File: config.mk
export PLATFORM = sky130hd
export DESIGN_NAME = alu_multicycle
export DESIGN_NICKNAME = d
export VERILOG_FILES = /design/src/rtl/alu_multicycle.sv
export SDC_FILE = /design/constraint.sdc
export NUM_CORES = 1
export LEC_CHECK = 0
export ABC_AREA = 0
export CAP_MARGIN = 15
export CORE_MARGIN = 3
export CORE_UTILIZATION = 39
export DETAILED_ROUTE_END_ITERATION = 10
export DONT_BUFFER_PORTS = 1
export PLACE_DENSITY = 0.57
export SLEW_MARGIN = 25
export SYNTH_ARGS = -nofsm -noshare
export SYNTH_HDL_FRONTEND = slang
export SYNTH_SLANG_ARGS = --single-unit
File: constraint.sdc
create_clock -name clock -period 3.15 [get_ports clock]
set_input_delay 0.63 -clock clock [delete_from_list [all_inputs] [get_ports clock]]
set_output_delay 0.63 -clock clock [all_outputs]
set_load 0.005 [all_outputs]
File: src/rtl/alu_multicycle.sv
// Multi-cycle ALU: single-cycle logic/arith ops, iterative shift-add MUL and restoring DIV.
// One op in flight; a start while busy is dropped.
module alu_multicycle #(
    parameter int WIDTH = 8
) (
    input  logic                 clock,
    input  logic                 reset_n,
    input  logic                 start,
    input  logic [3:0]           Control,
    input  logic [WIDTH-1:0]     A,
    input  logic [WIDTH-1:0]     B,
    output logic [2*WIDTH-1:0]   Output,
    output logic                 busy,
    output logic                 done,
    output logic                 zero,
    output logic                 err
);
    localparam int W2 = 2 * WIDTH;
    localparam int CW = $clog2(WIDTH + 1);
    localparam logic [CW-1:0] LAST = CW'(WIDTH - 1);

    localparam logic [3:0] OP_AND = 4'b0000, OP_OR  = 4'b0001, OP_ADD = 4'b0010,
                           OP_SUB = 4'b0011, OP_MUL = 4'b0100, OP_MAX = 4'b0101,
                           OP_MIN = 4'b0110, OP_EQ  = 4'b0111, OP_DIV = 4'b1000;

    typedef enum logic [1:0] {S_IDLE, S_MUL, S_DIV} state_t;
    state_t state, state_nx;

    logic [CW-1:0]    cnt;
    logic [W2-1:0]    acc, mcand, acc_nx;
    logic [WIDTH-1:0] mplr;
    logic [WIDTH-1:0] rem, quo, dvsr, rem_nx, quo_nx;
    logic [WIDTH:0]   rem_sh, rem_df;
    logic [WIDTH:0]   sum, dif;
    logic [W2-1:0]    sc_res;
    logic             sc_err;
    logic             accept, go_mul, go_div, last;

    always_ff @(posedge clock or negedge reset_n) begin
        if (!reset_n) state <= S_IDLE;
        else          state <= state_nx;
    end

    always_comb begin
        state_nx = state;
        case (state)
            S_IDLE: if (go_mul) state_nx = S_MUL;
                    else if (go_div) state_nx = S_DIV;
            S_MUL, S_DIV: if (last) state_nx = S_IDLE;
            default: state_nx = S_IDLE;
        endcase
    end

    always_comb begin
        busy   = (state != S_IDLE);
        accept = start && (state == S_IDLE);
        go_mul = accept && (Control == OP_MUL);
        // divide-by-zero never iterates; it completes on the single-cycle path
        go_div = accept && (Control == OP_DIV) && (B != '0);
        last   = (cnt == LAST);
    end

    always_comb begin
        sum    = {1'b0, A} + {1'b0, B};
        dif    = {1'b0, A} - {1'b0, B};
        sc_res = '0;
        sc_err = 1'b0;
        case (Control)
            OP_AND: sc_res = W2'(A & B);
            OP_OR:  sc_res = W2'(A | B);
            OP_ADD: sc_res = W2'(sum);
            OP_SUB: sc_res = W2'(dif);
            OP_MAX: sc_res = W2'((A >= B) ? A : B);
            OP_MIN: sc_res = W2'((A <= B) ? A : B);
            OP_EQ:  sc_res = W2'(A == B);
            OP_DIV: begin
                sc_res = {A, {WIDTH{1'b1}}};
                sc_err = 1'b1;
            end
            OP_MUL: sc_res = '0;
            default: sc_err = 1'b1;
        endcase
    end

    // One iteration step for each engine; the final step feeds Output directly.
    always_comb begin
        acc_nx = mplr[0] ? (acc + mcand) : acc;
        rem_sh = {rem, quo[WIDTH-1]};
        rem_df = rem_sh - {1'b0, dvsr};
        if (rem_df[WIDTH]) begin
            rem_nx = rem_sh[WIDTH-1:0];
            quo_nx = {quo[WIDTH-2:0], 1'b0};
        end else begin
            rem_nx = rem_df[WIDTH-1:0];
            quo_nx = {quo[WIDTH-2:0], 1'b1};
        end
    end

    always_ff @(posedge clock or negedge reset_n) begin
        if (!reset_n) begin
            Output <= '0;
            done   <= 1'b0;
            zero   <= 1'b0;
            err    <= 1'b0;
            cnt    <= '0;
            acc    <= '0;
            mcand  <= '0;
            mplr   <= '0;
            rem    <= '0;
            quo    <= '0;
            dvsr   <= '0;
        end else begin
            done <= 1'b0;
            case (state)
                S_IDLE: if (go_mul) begin
                    acc   <= '0;
                    mcand <= W2'(A);
                    mplr  <= B;
                    cnt   <= '0;
                end else if (go_div) begin
                    rem  <= '0;
                    quo  <= A;
                    dvsr <= B;
                    cnt  <= '0;
                end else if (accept) begin
                    Output <= sc_res;
                    zero   <= (sc_res == '0);
                    err    <= sc_err;
                    done   <= 1'b1;
                end
                S_MUL: begin
                    acc   <= acc_nx;
                    mcand <= mcand << 1;
                    mplr  <= mplr >> 1;
                    cnt   <= cnt + 1'b1;
                    if (last) begin
                        Output <= acc_nx;
                        zero   <= (acc_nx == '0);
                        err    <= 1'b0;
                        done   <= 1'b1;
                    end
                end
                S_DIV: begin
                    rem <= rem_nx;
                    quo <= quo_nx;
                    cnt <= cnt + 1'b1;
                    if (last) begin
                        Output <= {rem_nx, quo_nx};
                        zero   <= ({rem_nx, quo_nx} == '0);
                        err    <= 1'b0;
                        done   <= 1'b1;
                    end
                end
                default: ;
            endcase
        end
    end
endmodule

==> results.md, run 1 <==
* Worst r2r src: quo[7]
* Rows at 47
* Slew HR at 52.7%
* Mapped Cells at 789
* DR WL/cell at slightly above 20 um
* Leak at between 3 and 4 nW
* # DRC at 0
* Worst path required time at about 3400 ps
* Final net count at ~870
* Worst-path fanout max at 5
* Die height at around 140 um
* Number of top-level pins at between 40 and 50
* Gr usage total at between 20 and 25%
* Placed Cells at 996
* Reg2Reg Setup Slack at about 86 ps
* Post-synth top area cell: dfrtp_1
* Net Sw Frac at a little over two fifths
* Max Clock Skew at ~7.0 ps
* Worst hold path class: in2async
* Clock Sinks at approximately 90
* Reg-to-reg endpoint: Output[10]
* Final Cycle Share at about 100%
* Cts bufs inserted at 9
* First-pass iteration count of the detailed router at 6
* Final hold violations at 0
* Full die area at about 19000 um2
* Synthesis Warnings at 0
* Clk root buf: clkbuf_16
* Initial Util at between 40 and 50%
* Mean post-synth cell area at roughly 8.7 um2
* Switching pwr at approximately 0.0023 W
* Total gr overflow at 0
* Crit path capture type: flip-flop
* Initial antenna violation count at 0
* Vias per cell at 6.01
* Post-Syn Nets at around 870
* Share of cells above drive strength 1 at between 10% and 20%
* Clock-pin slew on the worst setup and hold paths at about 70 ps
* Max-slew violation count at 0
* Number of diodes at 0
* Post-synth ARST share at 100%
* Maximum vdd drop at 0.366 mV
* Arr. time, crit path at between 3000 and 4000 ps
* H-tree lvl count at 3
* Reg power frac at ~32%
* Clock Latency Late Sink at between 300 and 400 ps
* Seq cells post-synth at between 80 and 90
* Internal at about 0.0032 W
* Top FF cell, synth: dfrtp_1
* Count leader, synth: nand2_1
* Setup violators final at 0
* Die width at ~140 um
* Pin count of the biggest net entering global routing at 90
* Layout Utilization at about 45%
* Via count of the first global-routing pass at ~6.1k
* PortBufs at 0
* Setup crit start kind: flip-flop
* Min Clock Period, post-route at 3060 ps
* Area grow syn2layout at 12.1%
* Core Region at around 17000 um2
* Fin Setup TNS at 0 ps
* Max Buffers Root-to-Sink at 2
* HPWL after DPL at 15400 um
* Vias at between 6k and 7k
* First-pass GRT wire length at ~34000 um
* Post-synth top cells: 104 x nand2_1, 89 x dfrtp_1, 67 x o21ai_0
* Fin cells at 1017
* CTS tree: done
* Cell Area, Synth at 6830 um2
* Sequential share of the synthesized area at 32.6%
* Crit path from: quo[7]
* Post-synth cell types at 75
* Starting DRT DRC Count at about 530
* RePlAce Congestion at 0.920
* Antenna Violating Nets Remaining at 0
* Status: finished, final reports clean
* Main area contributors after synthesis: dfrtp_1 33%, ha_1 9.5%, nand2_1 5.7%
* Crit Path Category: reg2reg
* Max-Cap Viols at 0
* Power per cell area at 726 nW/um2
* DRT Wirelength at 20900 um
* Post-synth top area share at about 33%
* Max Freq at between 0.3 and 0.4 GHz
* Post-synth EDFFs at 0
* Slew @ Worst Pin at about 710 ps
* Worst R2R Path Depth at 13
* Proportion of power drawn by combinational gates at a little under half
* RSZ-0062 raised after global routing: true
* Power share of the clock group at between 20% and 30%
==> registers in the layout, indices dropped and copies added, names as in the netlist <==
signal and cells:
mplr 8, zero 1, dvsr 8, cnt 4, state 2, mcand 16, rem 8, quo 8
acc 16, done 1, err 1, Output 16
==> cell type report <==
| type | instances | area, um2 |
|---|---|---|
| clock buffer | 10 | 229 |
| inverter | 44 | 165 |
| tap | 220 | 275 |
| sequential | 89 | 2230 |
| clock inverter | 6 | 90.1 |
| timing repair buffer | 34 | 275 |
| multi-input combinational | 614 | 4390 |
| fill | 1626 | 9220 |
==> metal layers <==
layer / wire length, um / vias to the layer above / share of wire (%) / global-route usage, %
met4: 712 / 0 / 3.4 / 9.10
met1: 9390 / 2985 / 45 / 29.6
met3: 1410 / 45 / 6.7 / 5.08
li1: - / 2893 / - / -
met2: 9390 / 194 / 45 / 33.1
met5: 0 / - / 0 / 0
==> critical path, cell delays in order, from the launching register on <==
cell and delay [ps]:
dfrtp_1 410, inv_2 100, ha_4 140, inv_2 30
fa_2 350, a21oi_2 180, o211ai_1 130, o41ai_2 410
xnor2_2 180, buf_4 190, o211ai_1 300, a21bo_1 270
a21oi_2 170, o21ai_1 80
==> how the worst max path moves through the flow <==
stage            endpoint  depth (start not counted)  slack [ps]
6_report       Output[10]                         13          90
5_1_grt        Output[14]                         11         -40
4_1_cts        Output[10]                         13          30
3_5_place_dp   Output[10]                         14         -70
3_3_place_gp         zero                         11         -20
2_1_floorplan  Output[12]                         14         190
==> cells by family after synthesis <==
| logic type | count (synthesis) | share of synthesized area, % |
|---|---|---|
| xor gates and xnor gates | 22 | 2.82 |
| buffers and inverters | 86 | 4.82 |
| and+or+nand+nor | 237 | 16.9 |
| AOI/OAI and AO/OA | 251 | 24.9 |
| adders and majority gates | 56 | 10.7 |
| muxes | 48 | 7.31 |
| DFF | 89 | 32.6 |
==> per-stage QoR <==
step	hold slack [ps]	setup WS, ps	area, um2	power (W)
final	190	86.4	7660	0.00556
after global routing	221	-37.0	7660	0.00598
after CTS	204	27.2	7550	0.00549
after detailed placement	341	-65.8	7190	0.00426
after global placement	340	-17.5	7180	0.00422
after floorplan	334	187	6830	0.00355
==> power by group through the flow <==
stage,registers (W),logic [W],clock network [W]
CTS,0.00178,0.00251,0.00121
finish,0.00178,0.00260,0.00118
floorplan,0.00170,0.00184,0
detailed placement,0.00180,0.00246,0
global placement,0.00179,0.00243,0
global route,0.00183,0.00290,0.00126
==> cells in the final DEF (no fill, tap or decap), drive strengths merged, types with 10 or more instances in the layout <==
cell type,n
nand2,104
dfrtp,89
o21ai,81
ha,52
inv,46
nor2,37
a21oi,35
buf,34
mux2i,33
nor3,20
a22o,19
xnor2,18
nand3,15
mux2,15
a21o,13
a211oi,13
nor4,13
nor2b,12
o31ai,10
clkbuf,10
==> timing repair <==
| action | in CTS | in global routing |
|---|---|---|
| hold buffers | 1 | 0 |
| setup endpoints to repair | 3 | 8 |
| pin swaps | 0 | 7 |
| buffers inserted | 0 | 4 |
| gates resized for setup | 2 | 17 |
| hold endpoints to repair | 89 | 0 |
| gates cloned | 0 | 0 |
Power figures use the tool's default switching activity.
==> run 2: changes to the inputs <==
--- a/config.mk
+++ b/config.mk
@@ -14,2 +14,3 @@
 export PLACE_DENSITY = 0.57
+export SKIP_LAST_GASP = 1
 export SLEW_MARGIN = 25
--- a/constraint.sdc
+++ b/constraint.sdc
@@ -3,2 +3,2 @@
 set_output_delay 0.63 -clock clock [all_outputs]
-set_load 0.005 [all_outputs]
+set_load 0.05 [all_outputs]
==> run 2 against run 1 <==
Compared with the run above: largest power group unchanged; flip-flop and latch count unchanged; combinational power about the same; critical path type unchanged; clock-buffer cell count unchanged; power increased by 3.5%; final area decreased by 0.60%; fmax increased by 1.7%; global-route usage decreased by 0.32 points; register-to-register slack improved by 50 ps; clock skew increased by 2.2 ps; worst setup slack improved by 50 ps; critical path depth unchanged; via count increased by 0.26%.
==> results.md, run 2 (synthesis results as in run 1) <==
* Status: finished, final reports clean (unchanged)
* Leak at 3.45 nW (was 3.47 nW)
* Final net count at 870 (was 871)
* Final instance area at 7610 um2 (was 7660 um2)
* Die width at 138 um (unchanged)
* Fin Setup TNS at 0 ps (unchanged)
* Worst hold path class: in2async (unchanged)
* Share of cells above drive strength 1 at 10.8% (was 11.4%)
* Number of diodes at 0 (unchanged)
* DR WL/cell at 20.5 um (was 20.6 um)
* Net Sw Frac at 45.2% (was 41.8%)
* Vias per cell at 6.04 (was 6.01)
* Vias at 6133 (was 6117)
* Internal at 0.00316 W (was 0.00324 W)
* Reg2Reg Setup Slack at 140 ps (was 90 ps)
* Clk root buf: clkbuf_16 (unchanged)
* Slowest CP cell: dfrtp_1 (unchanged)
* Placed Cells at 996 (unchanged)
* H-tree lvl count at 3 (unchanged)
* Fin cells at 1016 (was 1017)
* Max-Cap Viols at 0 (unchanged)
* First-pass GRT wire length at 32700 um (was 33500 um)
* Initial Util at 40.5% (unchanged)
* Setup violators final at 0 (unchanged)
* Arr. time, crit path at 3250 ps (was 3290 ps)
* Max Buffers Root-to-Sink at 2 (unchanged)
* Starting DRT DRC Count at 577 (was 528)
* First-pass iteration count of the detailed router at 5 (was 6)
* Met1 usage at 29.2% (was 29.6%)
* Final Worst Setup Slack at 137 ps (was 86.4 ps)
* Worst path required time at 3390 ps (was 3370 ps)
* Antenna Violating Nets Remaining at 0 (unchanged)
* Most frequent cells in the layout: 104 x nand2_1, 89 x dfrtp_1, 67 x o21ai_0 (was 103 x nand2_1, 89 x dfrtp_1, 67 x o21ai_0)
* Core Region at 16900 um2 (unchanged)
* Switching pwr at 0.00260 W (was 0.00233 W)
* Number of top-level pins at 43 (unchanged)
* Register area at 2230 um2 (unchanged)
* Reg-to-reg endpoint: Output[10] (unchanged)
* Crit Path Category: reg2reg (unchanged)
* Pre-CTS WS at -46.4 ps (was -65.8 ps)
* Clock-pin slew on the worst setup and hold paths at 70 ps (about the same)
* Gr busiest metal: met2 (unchanged)
* Cts bufs inserted at 9 (unchanged)
* CP Cell Sequence: inv_2 > ha_2 > inv_1 > fa_2 > a21oi_2 > o211ai_1 > o41ai_2 > xnor2_2 > buf_4 > o211ai_1 > a21bo_1 > a21oi_2 > o21ai_1 (was inv_2 > ha_4 > inv_2 > fa_2 > a21oi_2 > o211ai_1 > o41ai_2 > xnor2_2 > buf_4 > o211ai_1 > a21bo_1 > a21oi_2 > o21ai_1)
* Worst-path fanout max at 5 (unchanged)
* Pin count of the biggest net entering global routing at 90 (unchanged)
* Crit path capture type: flip-flop (unchanged)
* Slew HR at 41.2% (was 52.7%)
* Via count of the first global-routing pass at 5856 (was 6066)
* Final Cycle Share at 95.7% (was 97.3%)
* Max-slew violation count at 0 (unchanged)
* Initial antenna violation count at 0 (unchanged)
* Max Freq at 0.332 GHz (was 0.326 GHz)
* CTS tree: done (unchanged)
* Met2 Usage GRT at 33.1% (about the same)
* Maximum vdd drop at 0.348 mV (was 0.366 mV)
* Rows at 47 (unchanged)
* Area of the multi-input gates at 4370 um2 (was 4390 um2)
* DRT Wirelength at 20800 um (was 20900 um)
* RSZ-0062 raised after global routing: true (unchanged)
* # DRC at 0 (unchanged)
* Clock Latency Late Sink at 360 ps (was 350 ps)
* Final hold violations at 0 (unchanged)
* Total gr overflow at 0 (unchanged)
* Power share of the clock group at 19.5% (was 21.3%)
* Gr usage total at 21.4% (was 21.7%)
* Biggest regs: Output x16, acc x16, mcand x16 (unchanged)
* Full die area at 19100 um2 (unchanged)
* Worst R2R Path Depth at 13 (unchanged)
* Power per cell area at 756 nW/um2 (was 726 nW/um2)
* Critical Path Max Stage Delay at 410 ps (about the same)
* Max Clock Skew at 9.25 ps (was 7.01 ps)
* Proportion of power drawn by combinational gates at 45.3% (was 46.7%)
* Commonest non-fill, non-tap cell in the layout: nand2_1 (unchanged)
* HPWL after DPL at 15300 um (was 15400 um)
* Area after DPL at 7190 um2 (unchanged)
* Setup crit start kind: flip-flop (unchanged)
* Min Clock Period, post-route at 3010 ps (was 3060 ps)
* RePlAce Congestion at 0.920 (about the same)
* PortBufs at 0 (unchanged)
* Filler cells at 1641 (was 1626)
* M3 GR Usage at 5.04% (was 5.08%)
* Worst r2r src: quo[7] (unchanged)
* Slew @ Worst Pin at 880 ps (was 707 ps)
* Die height at 138 um (unchanged)
* Clock Sinks at 89 (unchanged)
* Area grow syn2layout at 11.4% (was 12.1%)
* Reg power frac at 35.3% (was 32.0%)
==> run 2: cell count changes in the layout (fill, tap and decap cells not counted), sizes merged <==
cell	before	now
bufinv	2	1
inv	46	45
clkinv	1	3
buf	34	33
==> run 2: worst max-delay path by stage <==
stage	startpoint	to	slack, ps
6_report	quo[7]	Output[10]	140
3_3_place_gp	B[1]	zero	-20
5_1_grt	mcand[0]	Output[14]	-30
4_1_cts	quo[7]	Output[10]	20
3_5_place_dp	quo[7]	Output[10]	-50
2_1_floorplan	quo[7]	Output[12]	190
==> run 2: per-stage QoR <==
stage                     total power (W)  hold slack (ps)  utilization, %
after detailed placement          0.00454              340            42.6
after floorplan                   0.00382              334               -
after CTS                         0.00571              206            44.6
final                             0.00576              182            45.1
after global placement            0.00449              340            42.5
after global routing              0.00615              223            45.1
==> run 2: final cells by class <==
class	instances	share of cell area (%)
Timing Repair Buffer	33	3.57
Clock inverter	6	0.855
Tap cell	220	3.62
Inverter	44	2.17
Clock buffer	10	3.14
Multi-Input combinational cell	614	57.4
Sequential cell	89	29.3
==> run 2: metal layers <==
layer  vias up  part of all wire, %
li1       2898                    -
met5         -                    0
met1      2948                   45
met2       242                   45
met3        45                  6.8
met4         0                  3.1
==> run 2: worst max-delay path, delay by kind of cell (launching register included) <==
kind,cells,cell delay [ps]
adders and majority gates,2,530
AOI/OAI and AO/OA,7,1480
buffers and inverters,3,300
DFF,1,410
xor gates and xnor gates,1,180
==> run 2: repair_timing <==
item | CTS | global route
hold endpoints to repair | 89 | 0
resized for setup | 1 | 13
pin swaps | 1 | 8
hold buffers | 1 | 0
setup buffers | 0 | 3
setup endpoints to repair | 3 | 8
==> run 2: power groups by stage <==
| stage | combinational, W | sequential, W | clock, W |
|---|---|---|---|
| final | 0.00261 | 0.00203 | 0.00112 |
| after global routing | 0.00290 | 0.00207 | 0.00118 |
| after CTS | 0.00254 | 0.00203 | 0.00115 |
| after detailed placement | 0.00249 | 0.00205 | 0 |
| after global placement | 0.00246 | 0.00204 | 0 |
| after floorplan | 0.00187 | 0.00195 | 0 |
